==> src/rtl/ysyx_cdb_pkg.sv <==
// Shared types and constants for the common-data-bus arbiter.
// Optional feature macro: YSYX_CDB_PERF_EN (per-requester grant/stall counters).
// YSYX_ROB_SIZE and YSYX_XLEN fall back to 16 / 32 when the core does not define them.

`ifndef YSYX_ROB_SIZE
`define YSYX_ROB_SIZE 16
`endif

`ifndef YSYX_XLEN
`define YSYX_XLEN 32
`endif

package ysyx_cdb_pkg;

    localparam int CDB_NREQ  = 3;
    localparam int CDB_ROB_W = $clog2(`YSYX_ROB_SIZE) + 1;
    localparam int CDB_XLEN  = `YSYX_XLEN;
    localparam int CDB_SRC_W = $clog2(CDB_NREQ);

    localparam logic [CDB_SRC_W-1:0] CDB_SRC_ALU = CDB_SRC_W'(0);
    localparam logic [CDB_SRC_W-1:0] CDB_SRC_LSU = CDB_SRC_W'(1);
    localparam logic [CDB_SRC_W-1:0] CDB_SRC_SYS = CDB_SRC_W'(2);

    typedef struct packed {
        logic [CDB_ROB_W-1:0] dest;
        logic [4:0]           rd;
        logic [CDB_XLEN-1:0]  result;
        logic [CDB_XLEN-1:0]  npc;
        logic                 br_retire;
        logic                 sys_retire;
    } cdb_pkt_t;

    // Round-robin successor of a grant index, wrapping the last requester back to 0.
    function automatic logic [CDB_SRC_W-1:0] cdb_rr_next(input logic [CDB_SRC_W-1:0] idx);
        if (idx == CDB_SRC_W'(CDB_NREQ - 1)) begin
            return '0;
        end
        return idx + CDB_SRC_W'(1);
    endfunction

endpackage

==> src/rtl/ysyx_rr_picker.sv <==
// Combinational round-robin picker: first valid requester at or after rr_ptr, modulo NREQ.
// rr_ptr is expected to stay within 0..NREQ-1.

module ysyx_rr_picker
    import ysyx_cdb_pkg::*;
#(
    parameter int NREQ  = CDB_NREQ,
    parameter int SRC_W = CDB_SRC_W
) (
    input  logic [NREQ-1:0]  req_valid,
    input  logic [SRC_W-1:0] rr_ptr,
    output logic             pick_valid,
    output logic [SRC_W-1:0] pick
);

    int               idx;
    logic [SRC_W-1:0] idx_w;

    // Scan offsets from the far end toward rr_ptr so the closest valid requester wins last.
    always_comb begin
        pick_valid = 1'b0;
        pick       = '0;
        idx        = 0;
        idx_w      = '0;
        for (int k = NREQ - 1; k >= 0; k--) begin
            idx = int'(rr_ptr) + k;
            if (idx >= NREQ) begin
                idx = idx - NREQ;
            end
            idx_w = SRC_W'(idx);
            if (req_valid[idx_w]) begin
                pick_valid = 1'b1;
                pick       = idx_w;
            end
        end
    end

endmodule

==> src/rtl/ysyx_cdb_arbiter.sv <==
// Common-data-bus arbiter: round-robin grant of FU results into a single registered
// output slot with valid/ready toward the ROB, plus flush squash.
// Optional feature macro: YSYX_CDB_PERF_EN enables per-requester grant and stall
// counters; without it perf_grant/perf_stall are constant zero.

module ysyx_cdb_arbiter
    import ysyx_cdb_pkg::*;
#(
    parameter int NREQ = CDB_NREQ
) (
    input  logic                  clock,
    input  logic                  reset,
    input  logic                  flush,
    input  logic [NREQ-1:0]       req_valid,
    output logic [NREQ-1:0]       req_ready,
    input  cdb_pkt_t [NREQ-1:0]   req_pkt,
    output logic                  cdb_valid,
    input  logic                  cdb_ready,
    output cdb_pkt_t              cdb_pkt,
    output logic [$clog2(NREQ)-1:0] cdb_src,
    output logic [NREQ-1:0][31:0] perf_grant,
    output logic [NREQ-1:0][31:0] perf_stall
);

    localparam int SRC_W = $clog2(NREQ);

    logic [SRC_W-1:0] rr_ptr;
    logic [SRC_W-1:0] pick;
    logic             pick_valid;
    logic             load_en;
    logic             accept;
    logic [SRC_W-1:0] rr_next;

    ysyx_rr_picker #(
        .NREQ  (NREQ),
        .SRC_W (SRC_W)
    ) u_picker (
        .req_valid  (req_valid),
        .rr_ptr     (rr_ptr),
        .pick_valid (pick_valid),
        .pick       (pick)
    );

    // The slot can take a new result when it is empty or being drained this cycle.
    assign load_en = !flush && (!cdb_valid || cdb_ready);
    assign accept  = |req_ready;
    assign rr_next = (pick == SRC_W'(NREQ - 1)) ? '0 : pick + SRC_W'(1);

    // One-hot grant; held low while reset is asserted so nothing is dropped into a clearing slot.
    always_comb begin
        req_ready = '0;
        if (reset && load_en && pick_valid) begin
            req_ready[pick] = 1'b1;
        end
    end

    // Output slot: flush squashes, accept loads, a bare handshake empties.
    always_ff @(posedge clock or negedge reset) begin
        if (!reset) begin
            cdb_valid <= 1'b0;
            cdb_pkt   <= '0;
            cdb_src   <= '0;
        end else if (flush) begin
            cdb_valid <= 1'b0;
        end else if (accept) begin
            cdb_valid <= 1'b1;
            cdb_pkt   <= req_pkt[pick];
            cdb_src   <= pick;
        end else if (cdb_ready) begin
            cdb_valid <= 1'b0;
        end
    end

    // Round-robin pointer advances past the winner only on an actual accept.
    always_ff @(posedge clock or negedge reset) begin
        if (!reset) begin
            rr_ptr <= '0;
        end else if (accept) begin
            rr_ptr <= rr_next;
        end
    end

`ifdef YSYX_CDB_PERF_EN
    logic [NREQ-1:0][31:0] grant_cnt;
    logic [NREQ-1:0][31:0] stall_cnt;

    // Free-running wrap-around counters; flush deliberately leaves them alone.
    always_ff @(posedge clock or negedge reset) begin
        if (!reset) begin
            grant_cnt <= '0;
            stall_cnt <= '0;
        end else begin
            for (int i = 0; i < NREQ; i++) begin
                if (req_ready[i]) begin
                    grant_cnt[i] <= grant_cnt[i] + 32'd1;
                end
                if (req_valid[i] && !req_ready[i]) begin
                    stall_cnt[i] <= stall_cnt[i] + 32'd1;
                end
            end
        end
    end

    assign perf_grant = grant_cnt;
    assign perf_stall = stall_cnt;
`else
    assign perf_grant = '0;
    assign perf_stall = '0;
`endif

endmodule

==> config.mk <==
export PLATFORM = sky130hd
export DESIGN_NAME = ysyx_cdb_arbiter
export DESIGN_NICKNAME = d
export VERILOG_FILES = /design/src/rtl/ysyx_cdb_pkg.sv /design/src/rtl/ysyx_rr_picker.sv /design/src/rtl/ysyx_cdb_arbiter.sv
export SDC_FILE = /design/constraint.sdc
export NUM_CORES = 1
export LEC_CHECK = 0
export CAP_MARGIN = 30
export CORE_AREA = 2 2 199 201
export DETAILED_ROUTE_END_ITERATION = 12
export DIE_AREA = 0 0 201 203
export GPL_TIMING_DRIVEN = 1
export PLACE_DENSITY_LB_ADDON = 0.12
export SLEW_MARGIN = 20
export SYNTH_ARGS = -nofsm -noshare
export SYNTH_HDL_FRONTEND = slang
export SYNTH_SLANG_ARGS = --single-unit
==> constraint.sdc <==
create_clock -name clock -period 3.79 [get_ports clock]
set_clock_uncertainty 0.15 [all_clocks]
set_input_delay 0.379 -clock clock [delete_from_list [all_inputs] [get_ports clock]]
set_output_delay 0.379 -clock clock [all_outputs]
set_load 0.02 [all_outputs]
# Word level (Yosys, flattened, before mapping)
# Index checks and enable logic that the tools add are counted.
[totals]
regBits = 81
inputBits = 235
out_inout_bits = 274
elab_cells = 59
[op_classes]
add_sub_neg = 6
n_lt_le_gt_ge = 8
n_eq_ne = 1
muxes = 24
n_bitwise = 1
reduce_logical = 10
[op_table]
columns = ["operator", "n"]
rows = [
  ["binary-select mux 76 bit (select 2 bit)", 1],
  ["two-way mux 76 bit", 1],
  ["two-way mux 2 bit", 7],
  ["less-than comparator 2 x 3 -> 1 bit (second input constant)", 4],
  ["two-way mux 1 bit", 10],
  ["binary-select mux 1 bit (select 2 bit)", 3],
  [">= comparator 3 x 2 -> 1 bit (second input constant)", 2],
  ["logical AND 1 bit", 4],
  ["subtractor 2 x 1 -> 2 bit (second input constant)", 2],
  ["adder 2 x 1 -> 3 bit (second input constant)", 1],
  ["adder 2 x 2 -> 3 bit (second input constant)", 1],
  ["two-way mux 3 bit", 1],
  ["nonzero test 3 bit", 1],
  ["OR reduction 3 bit", 1],
  ["adder 2 x 1 -> 2 bit (second input constant)", 1],
  ["demux 1 bit (select 2 bit)", 1],
  ["equality test 2 bit (second input constant)", 1],
  [">= comparator 2 x 1 -> 1 bit (second input constant)", 1],
  [">= comparator 2 bit (second input constant)", 1],
  ["zero test 1 bit", 2],
  ["AND reduction 2 bit", 1],
  ["subtractor 2 bit (second input constant)", 1],
  ["logical OR 1 bit", 1],
  ["inverter 1 bit", 1],
]

# Longest topological paths before layout
[depth]
ltp_word = 16
ltp_mapped = 11
ltp_nobuf = 7

# Modules after synthesis
# Synthesis repeated with hierarchy kept, for this count alone.
[unflattened]
cells_unflattened = 726
area_unflattened_um2 = 6814.0
[by_module_without_submodules]
columns = ["module", "n_inst", "cells_per_inst", "area_per_inst_um2", "seq_area_each_um2"]
rows = [
  ["ysyx_cdb_arbiter", 1, 699, 6622.6, 2026.9],
  ["ysyx_rr_picker", 1, 27, 191.4, 0.0],
]

# Least setup slack after synthesis
# No wires, ideal clock.
[synth_timing]
path_kind = "reg-to-output"
from = "reg rr_ptr[1]"
to = "out req_ready[2]"
arrival_ps = 2211
t_required_ps = 3261
path_slack_ps = 1050
stages_incl_launch_ff = 10
n_path_buf = 3
cell_sequence = "dfrtp_1 > inv_1 > ha_1 > buf_6 > or2_1 > or4b_1 > and3_1 > buf_2 > clkbuf_1 > nor2_1"
[synth_via]
elab_chain_cells = 13
elab_cells_between_ends = 30
classes_between = "add/sub (5); order compare (5); mux (18); reduce/logical (2)"
[synth_rtl]
columns = ["element", "line_no", "text"]
rows = [
  ["from (decl)", "ysyx_cdb_arbiter.sv:27", "logic [SRC_W-1:0] rr_ptr;"],
  ["from (signal assigned)", "ysyx_cdb_arbiter.sv:79", "rr_ptr <= rr_next;"],
  ["adder 2 x 2 -> 3 bit", "ysyx_rr_picker.sv:26", "idx = int'(rr_ptr) + k;"],
  [">= comparator 3 x 2 -> 1 bit or subtractor 2 x 1 -> 2 bit (tied branches)", "ysyx_rr_picker.sv:27, ysyx_rr_picker.sv:28", ""],
  ["two-way mux 2 bit", "ysyx_rr_picker.sv:27", "if (idx >= NREQ) begin"],
  ["binary-select mux 1 bit (select 2 bit)", "ysyx_rr_picker.sv:31", "if (req_valid[idx_w]) begin"],
  ["two-way mux 1 bit (implied by the code)", "ysyx_rr_picker.sv:31", ""],
  ["two-way mux 2 bit (3 in a row)", "ysyx_rr_picker.sv:31", ""],
  ["less-than comparator 2 x 3 -> 1 bit (implied by the code) or >= comparator 2 x 1 -> 1 bit (tied branches)", "ysyx_cdb_arbiter.sv:53", "req_ready[pick] = 1'b1;"],
  ["logical AND 1 bit (implied by the code)", "ysyx_cdb_arbiter.sv:53", ""],
  ["two-way mux 1 bit (implied by the code)", "ysyx_cdb_arbiter.sv:53", ""],
  ["demux 1 bit (select 2 bit)", "ysyx_cdb_arbiter.sv:53", ""],
  ["two-way mux 3 bit (*)", "ysyx_cdb_arbiter.sv:52", "if (reset && load_en && pick_valid) begin"],
  ["to (decl)", "ysyx_cdb_arbiter.sv:15", "output logic [NREQ-1:0] req_ready,"],
]
# Every way passes the cells marked *; elsewhere a longest branch is shown, timed or not. The select of a mux whose other input is x is not followed.

# Worst setup path in the final report
[layout_timing]
from = "reg rr_ptr[1]"
to = "out req_ready[0]"
# Same word-level chain as after synthesis.

==> results by group <==
Clock network
  • Setup bufs post-CTS: 0
  • Root buf cell: clkbuf_16
  • CTS tree: done
  • Clk pin slew, worst setup/hold paths: 0.07 ns
  • CTS HTree Levels: 3
  • Clock sinks: 81
  • Num CTS Buffers: 9
  • Latest clock arrival within the worst-skew pair: 0.37 ns
  • Post-CTS Hold Fix Bufs: 0
  • Max clock buf depth: 2

Yosys
  • Synth Area per Inst: 8.574 um^2
  • Most frequent cell after synthesis: buf_4
  • Cell taking the most area after synthesis: dfrtp_1
  • Synth Instances: 874
  • Synth area leaders: dfrtp_1, buf_4, and3_1
  • Synth Warn #: 0
  • Synth top area share: 27.05%
  • Yosys cell types: 43
  • Seq cells post-synth: 81
  • Top FF cell, synth: dfrtp_1
  • Post-Synthesis Cell Area: 7493 um^2
  • Sequential share of the synthesized area: 27.05%
  • Most frequent cells after synthesis: buf_4, and3_1, dfrtp_1, inv_1, o32ai_1
  • Post-synth ARST share: 100.0%
  • Post-synth EDFFs: 0

STA
  • Setup_tns: 0 ns
  • Least-Margin Pin Slew: 0.7860 ns
  • Slew Viols, Final: 0
  • RSZ-0062 raised after global routing: false
  • Minimum clock period: 3.534 ns
  • Setup-failing EPs final: 0
  • Final worst setup slack: 0.2559 ns
  • Worst slew margin: 47.60%
  • Final count of hold timing violations: 0
  • Max Clock Freq: 283.0 MHz
  • Tcrit/Tclk final: 93.25%

Die
  • Core area: 38470 um^2
  • Initial Util: 19.48%
  • DIE AREA: 40800 um^2
  • Top Ports: 509
  • Die H: 203 um
  • Standard-cell rows: 72
  • DIE WIDTH: 201 um

Global route
  • Initial antenna violation count: 1
  • GRT Overall Usage: 15.95%
  • Largest net degree at the start of global routing: 82
  • First-pass GRT wire length: 49.01 mm
  • GR Overflow Total: 0
  • Vias in the first global route: 7225

Place
  • Placer Congestion: 0.7205
  • PortBufs: 316
  • Pre-CTS setup slack: 0.4335 ns
  • Detailed Place HPWL: 22.47 mm

Setup path
  • Worst r2r src: rr_ptr[1]
  • Setup crit end kind: primary output
  • Arrival time worst endpoint: 3.01 ns
  • Critical path type: flip-flop to primary output
  • CP max FO: 13
  • CP startpoint: rr_ptr[1]
  • CP Launch Type: flip-flop
  • WP data required: 3.26 ns

Drt
  • Drt via density: 4.343
  • 1st-pass router iterations: 4
  • WL/cell: 20.44 um
  • Residual DRC: 0
  • Total wire length: 33.83 mm
  • DRT antenna net count: 0
  • 1st-iter DRT viols: 264
  • Vias: 7187

Layout
  • Nets: 1370
  • # diodes: 0
  • Synthesis-to-layout area growth: 42.64%
  • # fillers: 4208
  • Fraction of final layout cells sized beyond drive strength 1: 7.300%

Run
  • Maxcap violations: 0

Pwr
  • VDD IR-drop max: 384.4 uV
  • PD cells: 735.3 nW/um^2
  • Leakage power total: 4.778 nW

Hold path
  • Worst hold path class: input pin to async pin

Status
  • Outcome: finished, final reports clean
[cell families after synthesis]
| family | after synthesis | synth area share (%) |
|---|---|---|
| flops | 81 | 27.05 |
| mux | 5 | 0.6679 |
| fa+ha+maj | 3 | 0.5010 |
| other cells | 1 | 0.05004 |
| buf+inv | 362 | 29.19 |
| compound gates | 246 | 27.72 |
| simple gates | 176 | 14.83 |
[through the flow]
| step | power [mW] | util [%] | hold slack (ns) | std cells | cell area (um^2) |
|---|---|---|---|---|---|
| after floorplan | 4.959 | - | -0.06659 | 1065 | 8210 |
| after global placement | 6.984 | 26.95 | 0.3488 | 1638 | 10370 |
| after detailed placement | 7.056 | 27.03 | 0.3561 | 1639 | 10400 |
| after CTS | 8.016 | 27.74 | 0.02909 | 1655 | 10670 |
| after global routing | 8.423 | 27.79 | 0.05320 | 1655 | 10690 |
| final | 7.860 | 27.79 | 0.02453 | 1655 | 10690 |
[layout by cell type (no fill, tap or decap), types with 2 or more instances in the layout]
| cell | count |
|---|---|
| clkdlybuf4s50_1 | 314 |
| nor2_1 | 2 |
| clkinvlp_4 | 2 |
| dfrtp_1 | 81 |
| o21ai_1 | 5 |
| nand2b_1 | 3 |
| a2111oi_1 | 6 |
| ha_1 | 2 |
| nand2_1 | 2 |
| conb_1 | 192 |
| o21ai_0 | 71 |
| clkbuf_16 | 9 |
| a2111oi_2 | 34 |
| buf_4 | 16 |
| mux2i_1 | 5 |
| buf_12 | 5 |
| o32ai_1 | 77 |
| and4b_1 | 2 |
| a2111oi_0 | 36 |
| inv_1 | 81 |
| and3_1 | 152 |
| clkbuf_1 | 2 |
| a21oi_1 | 3 |
| o22ai_1 | 4 |
| o21bai_1 | 2 |
[flip-flops by register name (all words and copies together), names as in the netlist]
name	flops
rr_ptr	2
cdb_src	2
cdb_pkt	76
cdb_valid	1
[path summary, 6_finish.rpt]
| check | to | slack [ns] | cells past startpoint |
|---|---|---|---|
| worst max-delay path | req_ready[0] | 0.26 | 8 |
| worst min-delay path | cdb_pkt[46] | 0.02 | 2 |
| worst max register to register | cdb_pkt[75] | 0.61 | 8 |
| worst min register to register | cdb_pkt[61] | 0.37 | 2 |
| max in group asynchronous | cdb_pkt[9] | 2.28 | 3 |
| min in group clock | cdb_pkt[61] | 0.37 | 2 |
[timing repair]
item | 4_1_cts | 5_1_grt
endpoints found under the hold margin | 0 | 0
gates resized for setup | 0 | 3
endpoints found under the setup margin | 0 | 2
[power by group]
part / internal [mW] / switching, mW
sequential: 1.29 / 0.242
clock: 0.464 / 0.429
combinational: 2.16 / 3.28
[cell type report]
cell class                 instances  area, um^2  share of cell area [%]
clock inverter                     4       28.78                  0.2692
tap                              518       648.1                   6.063
inverter                          81       304.0                   2.844
timing repair buffer             337        3396                   31.77
multi-input combinational        622        4039                   37.79
sequential                        81        2027                   18.96
clock buffer                      12       246.5                   2.306
[critical path, stage by stage (launching register included)]
cell	delay, ns
dfrtp_1	0.38
inv_1	0.07
ha_1	0.31
or2_1	0.29
or4b_1	0.53
nand3_4	0.25
nor2_1	0.11
and2_1	0.17
clkdlybuf4s50_1	0.53
[layer usage]
metal | GRT usage [%] | wire length (um) | vias to the layer above
li1 | - | - | 3341
met1 | 19.64 | 14040 | 3465
met2 | 27.08 | 16640 | 356
met3 | 4.671 | 2637 | 23
met4 | 4.339 | 496 | 2
met5 | 0 | 18 | -
Note: power is estimated with default switching activity, not from simulation.
